==> src/rtl/iec_multidrive_hub.sv <==
// iec_multidrive_hub: host IEC glitch filter, wired-AND bus resolution and shared phi2 enables for NUM_DRIVES drives
module iec_multidrive_hub #(
  parameter int NUM_DRIVES = 4,
  parameter int FILT_LEN = 2,
  parameter int CE_DIV = 16
) (
  input  logic clk,
  input  logic reset,
  input  logic ce,
  input  logic [NUM_DRIVES-1:0] pause,
  input  logic [NUM_DRIVES-1:0] drv_en,
  input  logic host_atn_in,
  input  logic host_clk_in,
  input  logic host_data_in,
  output logic host_clk_out,
  output logic host_data_out,
  input  logic [NUM_DRIVES-1:0] drv_clk_o,
  input  logic [NUM_DRIVES-1:0] drv_data_o,
  input  logic [NUM_DRIVES-1:0] drv_atna,
  output logic drv_atn_i,
  output logic drv_clk_i,
  output logic drv_data_i,
  output logic [NUM_DRIVES-1:0] ph2_r,
  output logic [NUM_DRIVES-1:0] ph2_f
);
  localparam int CW = $clog2(CE_DIV);
  localparam logic [CW-1:0] HALF = CW'(CE_DIV / 2);
  localparam logic [CW-1:0] LAST = CW'(CE_DIV - 1);
  logic [2:0] raw, filt;
  logic [NUM_DRIVES-1:0] eff_data, eff_clk, ena;
  logic [CW-1:0] cnt;
  logic dand, cand;
  assign raw = {host_atn_in, host_clk_in, host_data_in};
  genvar l;
  for (l = 0; l < 3; l++) begin : g_filt
    logic [FILT_LEN-1:0] sr;
    logic [FILT_LEN:0] nxt;
    logic f;
    assign nxt = {sr, raw[l]};
    assign filt[l] = f;
    // output follows only once every stage agrees, so short pulses are swallowed
    always_ff @(posedge clk or posedge reset)
      if (reset) begin
        sr <= '1;
        f <= 1'b1;
      end else begin
        sr <= nxt[FILT_LEN-1:0];
        if (&sr || ~|sr) f <= sr[0];
      end
  end
  // a drive whose ATN-ack disagrees with the live ATN level holds DATA low
  assign eff_data = (drv_data_o & ~(drv_atna ^ {NUM_DRIVES{~filt[2]}})) | ~drv_en;
  assign eff_clk = drv_clk_o | ~drv_en;
  assign dand = &eff_data;
  assign cand = &eff_clk;
  assign drv_atn_i = filt[2];
  assign drv_clk_i = filt[1] & cand;
  assign drv_data_i = filt[0] & dand;
  always_ff @(posedge clk or posedge reset)
    if (reset) begin
      cnt <= '0;
      ena <= '0;
      ph2_r <= '0;
      ph2_f <= '0;
      host_clk_out <= 1'b1;
      host_data_out <= 1'b1;
    end else begin
      host_clk_out <= cand;
      host_data_out <= dand;
      ph2_r <= (ce && cnt == '0) ? ena : '0;
      ph2_f <= (ce && cnt == HALF) ? ena : '0;
      if (ce) cnt <= cnt + 1'b1;
      // sampling just before the rising slot keeps every started cycle whole
      if (ce && cnt == LAST) ena <= ~pause & drv_en;
    end
endmodule

==> config.mk <==
export PLATFORM = sky130hd
export DESIGN_NAME = iec_multidrive_hub
export DESIGN_NICKNAME = d
export VERILOG_FILES = /design/src/rtl/iec_multidrive_hub.sv
export SDC_FILE = /design/constraint.sdc
export NUM_CORES = 1
export LEC_CHECK = 0
export BUFFER_PORTS_ARGS = -buffer_cell sky130_fd_sc_hd__buf_4
export CAP_MARGIN = 30
export CORE_UTILIZATION = 43
export DETAILED_ROUTE_END_ITERATION = 16
export PLACE_DENSITY = 0.74
export SETUP_SLACK_MARGIN = 0.1
export SLEW_MARGIN = 0
export SYNTH_ARGS = -nofsm -noshare
export SYNTH_HDL_FRONTEND = slang
export SYNTH_SLANG_ARGS = --single-unit
==> constraint.sdc <==
create_clock -name clk -period 1.35 [get_ports clk]
set_clock_uncertainty 0.1 [all_clocks]
set_input_delay 0 -clock clk [delete_from_list [all_inputs] [get_ports clk]]
set_output_delay 0 -clock clk [all_outputs]
set_load 0.02 [all_outputs]
==> out/metrics.cfg <==
[outcome]
outcome=finished with violations
violations=negative hold slack, negative setup slack

[timing]
relSlewSlack_pct=78.23
hold_ws_ns=-0.05571
rsz0062_at_grt=yes
post-route-period-util_pct=143.1
tightestPinTransition_ns=0.3265
finalWorstPathRequiredPeriod_ns=1.932
drv_slew=0
finalWorstSetupSlack_ns=-0.5818
setup_viol=3
hold_violations=1
max_freq_ghz=0.5177

[clocking]
cts_root_buf=clkbuf_4
cts.sinks=27
path_clk_slew_ns=0.13
hold_buffers=13
cts_tree=yes
clock_latency_ns=0.32
numCtsBuffers=3
htreeDepth=1
cts_buffer_depth=2

[yosys]
yosysTopAreaCellShare_pct=37.47
syn_inst=82
async_flop_share_pct=100.0
synth-main-ff-cell=dfrtp_1
avgSynthCellArea_um2=13.03
synth_edf_count=0
netlist_top_cells_area=dfrtp_1, dfstp_2, and2_1
synth_common_cells=dfrtp_1, dfstp_2, and2_1
synth_top_cell_by_area=dfrtp_1
yosysMostFrequentCell=dfrtp_1
ys_types=24
synth-seq-area-share_pct=64.52
yosysWarnings=0
synth_nets=110
syn-cell-area_um2=1069
synth_seq_cells=27

[die]
start_util_pct=46.95
die_h_um=51.85
die-width_um=51.85
dieArea_um2=2688
core-area_um2=2276
row_count=17
ios=39

[placed_design]
portBuffers=38
dp_worst_setup_slack_ns=-0.2135
gp_congestion=0.6560
hpwl_mm=1.357
place_inst=148

[setup_path]
r2r_end=host_data_out
crit_fanout=4
cp.arrival_ns=1.83
path_cells=buf_12, xor2_2, a21boi_2, nor4_4, and2_4, buf_6
path_class=reg2out
crit_slowest_cell=dfstp_2
r2r_slack_ns=-0.17
critPathMaxStageDelay_ns=0.59
start_kind=register
cp.required_ns=1.25
rr_worst_depth=5
critPathCaptureType=primary output
crit-reg2reg-launch=drv_atn_i
timing.critical_path.from=drv_atn_i

[power_and_ir_drop]
p_per_area_nw_per_um2=1171
peakVddDrop_uv=939.2
total_power_mw=2.059
power_leakage_nw=0.8663

[drt]
ant_nets=0
via_per_inst=4.763
dr_total_vias=824
wirelength_mm=2.389
drc=0
wl_per_cell_um=13.81
first_pass_iters=2
drt_iter0_markers=4

[run]
max-cap-violations=0

[cells_and_area]
n_antenna_cell=0
final_util_pct=77.30
drive_gt1_share_pct=57.24
synthToLayoutAreaGrowth_pct=64.64
fin_cells=173
layout.nets=174

[min_path]
hp-start=drv_clk_o[2]
hold_depth=4
hp-class=in2reg
hold_end=host_clk_out

[global_routing]
grt_pass1_wl_mm=3.608
grt_max_degree=28
grt-ovfl-total=0
grt_pass1_vias=789
grt_use_total_pct=19.15
antenna_found_initial=0

-- worst max-delay path, delay by kind of cell, from the launching register on --
kind                   cells  cell delay [ns]
AO/OA/AOI/OAI              1             0.09
XOR/XNOR                   1             0.14
buffers and inverters      2             0.22
flip-flops                 1             0.59
AND/OR/NAND/NOR            2             0.46
-- power breakdown --
part | leakage [nW] | switching, mW | internal (mW)
combinational | 0.520 | 0.275 | 0.376
sequential | 0.328 | 0.127 | 0.948
clock | 0.0177 | 0.222 | 0.111
-- cells in the final DEF (no fill, tap or decap) --
cell type and n:
buf_4 41, dfrtp_1 16, dfstp_2 11, dlygate4sd3_1 9
and2_1 8, buf_6 6, inv_1 5, xor2_1 3
nand2_2 3, clkbuf_4 3, dlymetal6s4s_1 3, inv_2 2
nand2_1 2, xnor2_1 2, xor2_2 2, and2_4 2
nand4_1 2, maj3_1 2, nand2b_1 2, o21ai_1 2
o31ai_4 2, o21ai_0 1, and4b_1 1, nor4bb_4 1
a21boi_2 1, a21oi_2 1, a21boi_1 1, a21oi_1 1
nor4_4 1, o22ai_1 1, a221oi_2 1, maj3_2 1
nand2_4 1, ha_4 1, ha_2 1, clkinv_2 1
dlymetal6s2s_1 1, buf_12 1
-- worst max path at each step --
| stage | slack [ns] | end |
|---|---|---|
| 6_report | -0.58 | drv_data_i |
| 5_1_grt | -0.72 | drv_data_i |
| 4_1_cts | -0.55 | drv_data_i |
| 3_5_place_dp | -0.21 | drv_data_i |
| 3_3_place_gp | -0.17 | drv_data_i |
| 2_1_floorplan | -0.16 | drv_data_i |
-- per-layer routing --
layer	wire length (um)	GRT usage [%]	vias to the layer above	share of wire, %
met5	0	0	-	0
met4	36	6.306	0	1.5
met3	112	6.725	5	4.7
met2	1387	32.69	27	58
met1	852	22.16	395	36
li1	-	-	397	-
-- logic make-up after synthesis --
kind of cell | count (synthesis) | share of synthesized area, %
fa+ha+maj | 5 | 5.152
flops | 27 | 64.52
buf+inv | 9 | 3.981
simple gates | 23 | 13.35
compound gates | 11 | 6.558
xor+xnor | 7 | 6.441
-- cell type report --
| type | count | area [um^2] |
|---|---|---|
| Multi-Input combinational cell | 46 | 445.4 |
| Timing Repair Buffer | 61 | 535.5 |
| Sequential cell | 27 | 689.4 |
| Tap cell | 28 | 35.03 |
| Clock inverter | 1 | 5.005 |
| Clock buffer | 3 | 22.52 |
| Inverter | 7 | 26.28 |
| Fill cell | 127 | 516.7 |
-- per-stage QoR --
stage / TNS, ns / cell area (um^2) / hold WS, ns
after CTS: -1.167 / 1640 / -0.2038
after global routing: -1.209 / 1759 / -0.06845
after floorplan: -0.2070 / 1077 / -0.09552
final: -0.9157 / 1759 / -0.05571
after detailed placement: -0.2214 / 1396 / -0.01561
after global placement: -0.1681 / 1396 / -0.02477
-- timing repair --
action                                 CTS  global route
pin swaps                                6            10
setup buffers                            9             4
endpoints found under the hold margin   39             1
setup endpoints to repair               14            16
resized for setup                        8            31
-- flip-flops by register name, indices dropped and copies added, names as in the netlist --
register       flops
cnt                4
drv_atn_i          1
ena                4
g_filt.f           2
g_filt.sr          6
host_clk_out       1
host_data_out      1
ph2_f              4
ph2_r              4
Note: power is estimated with default switching activity, not from simulation.
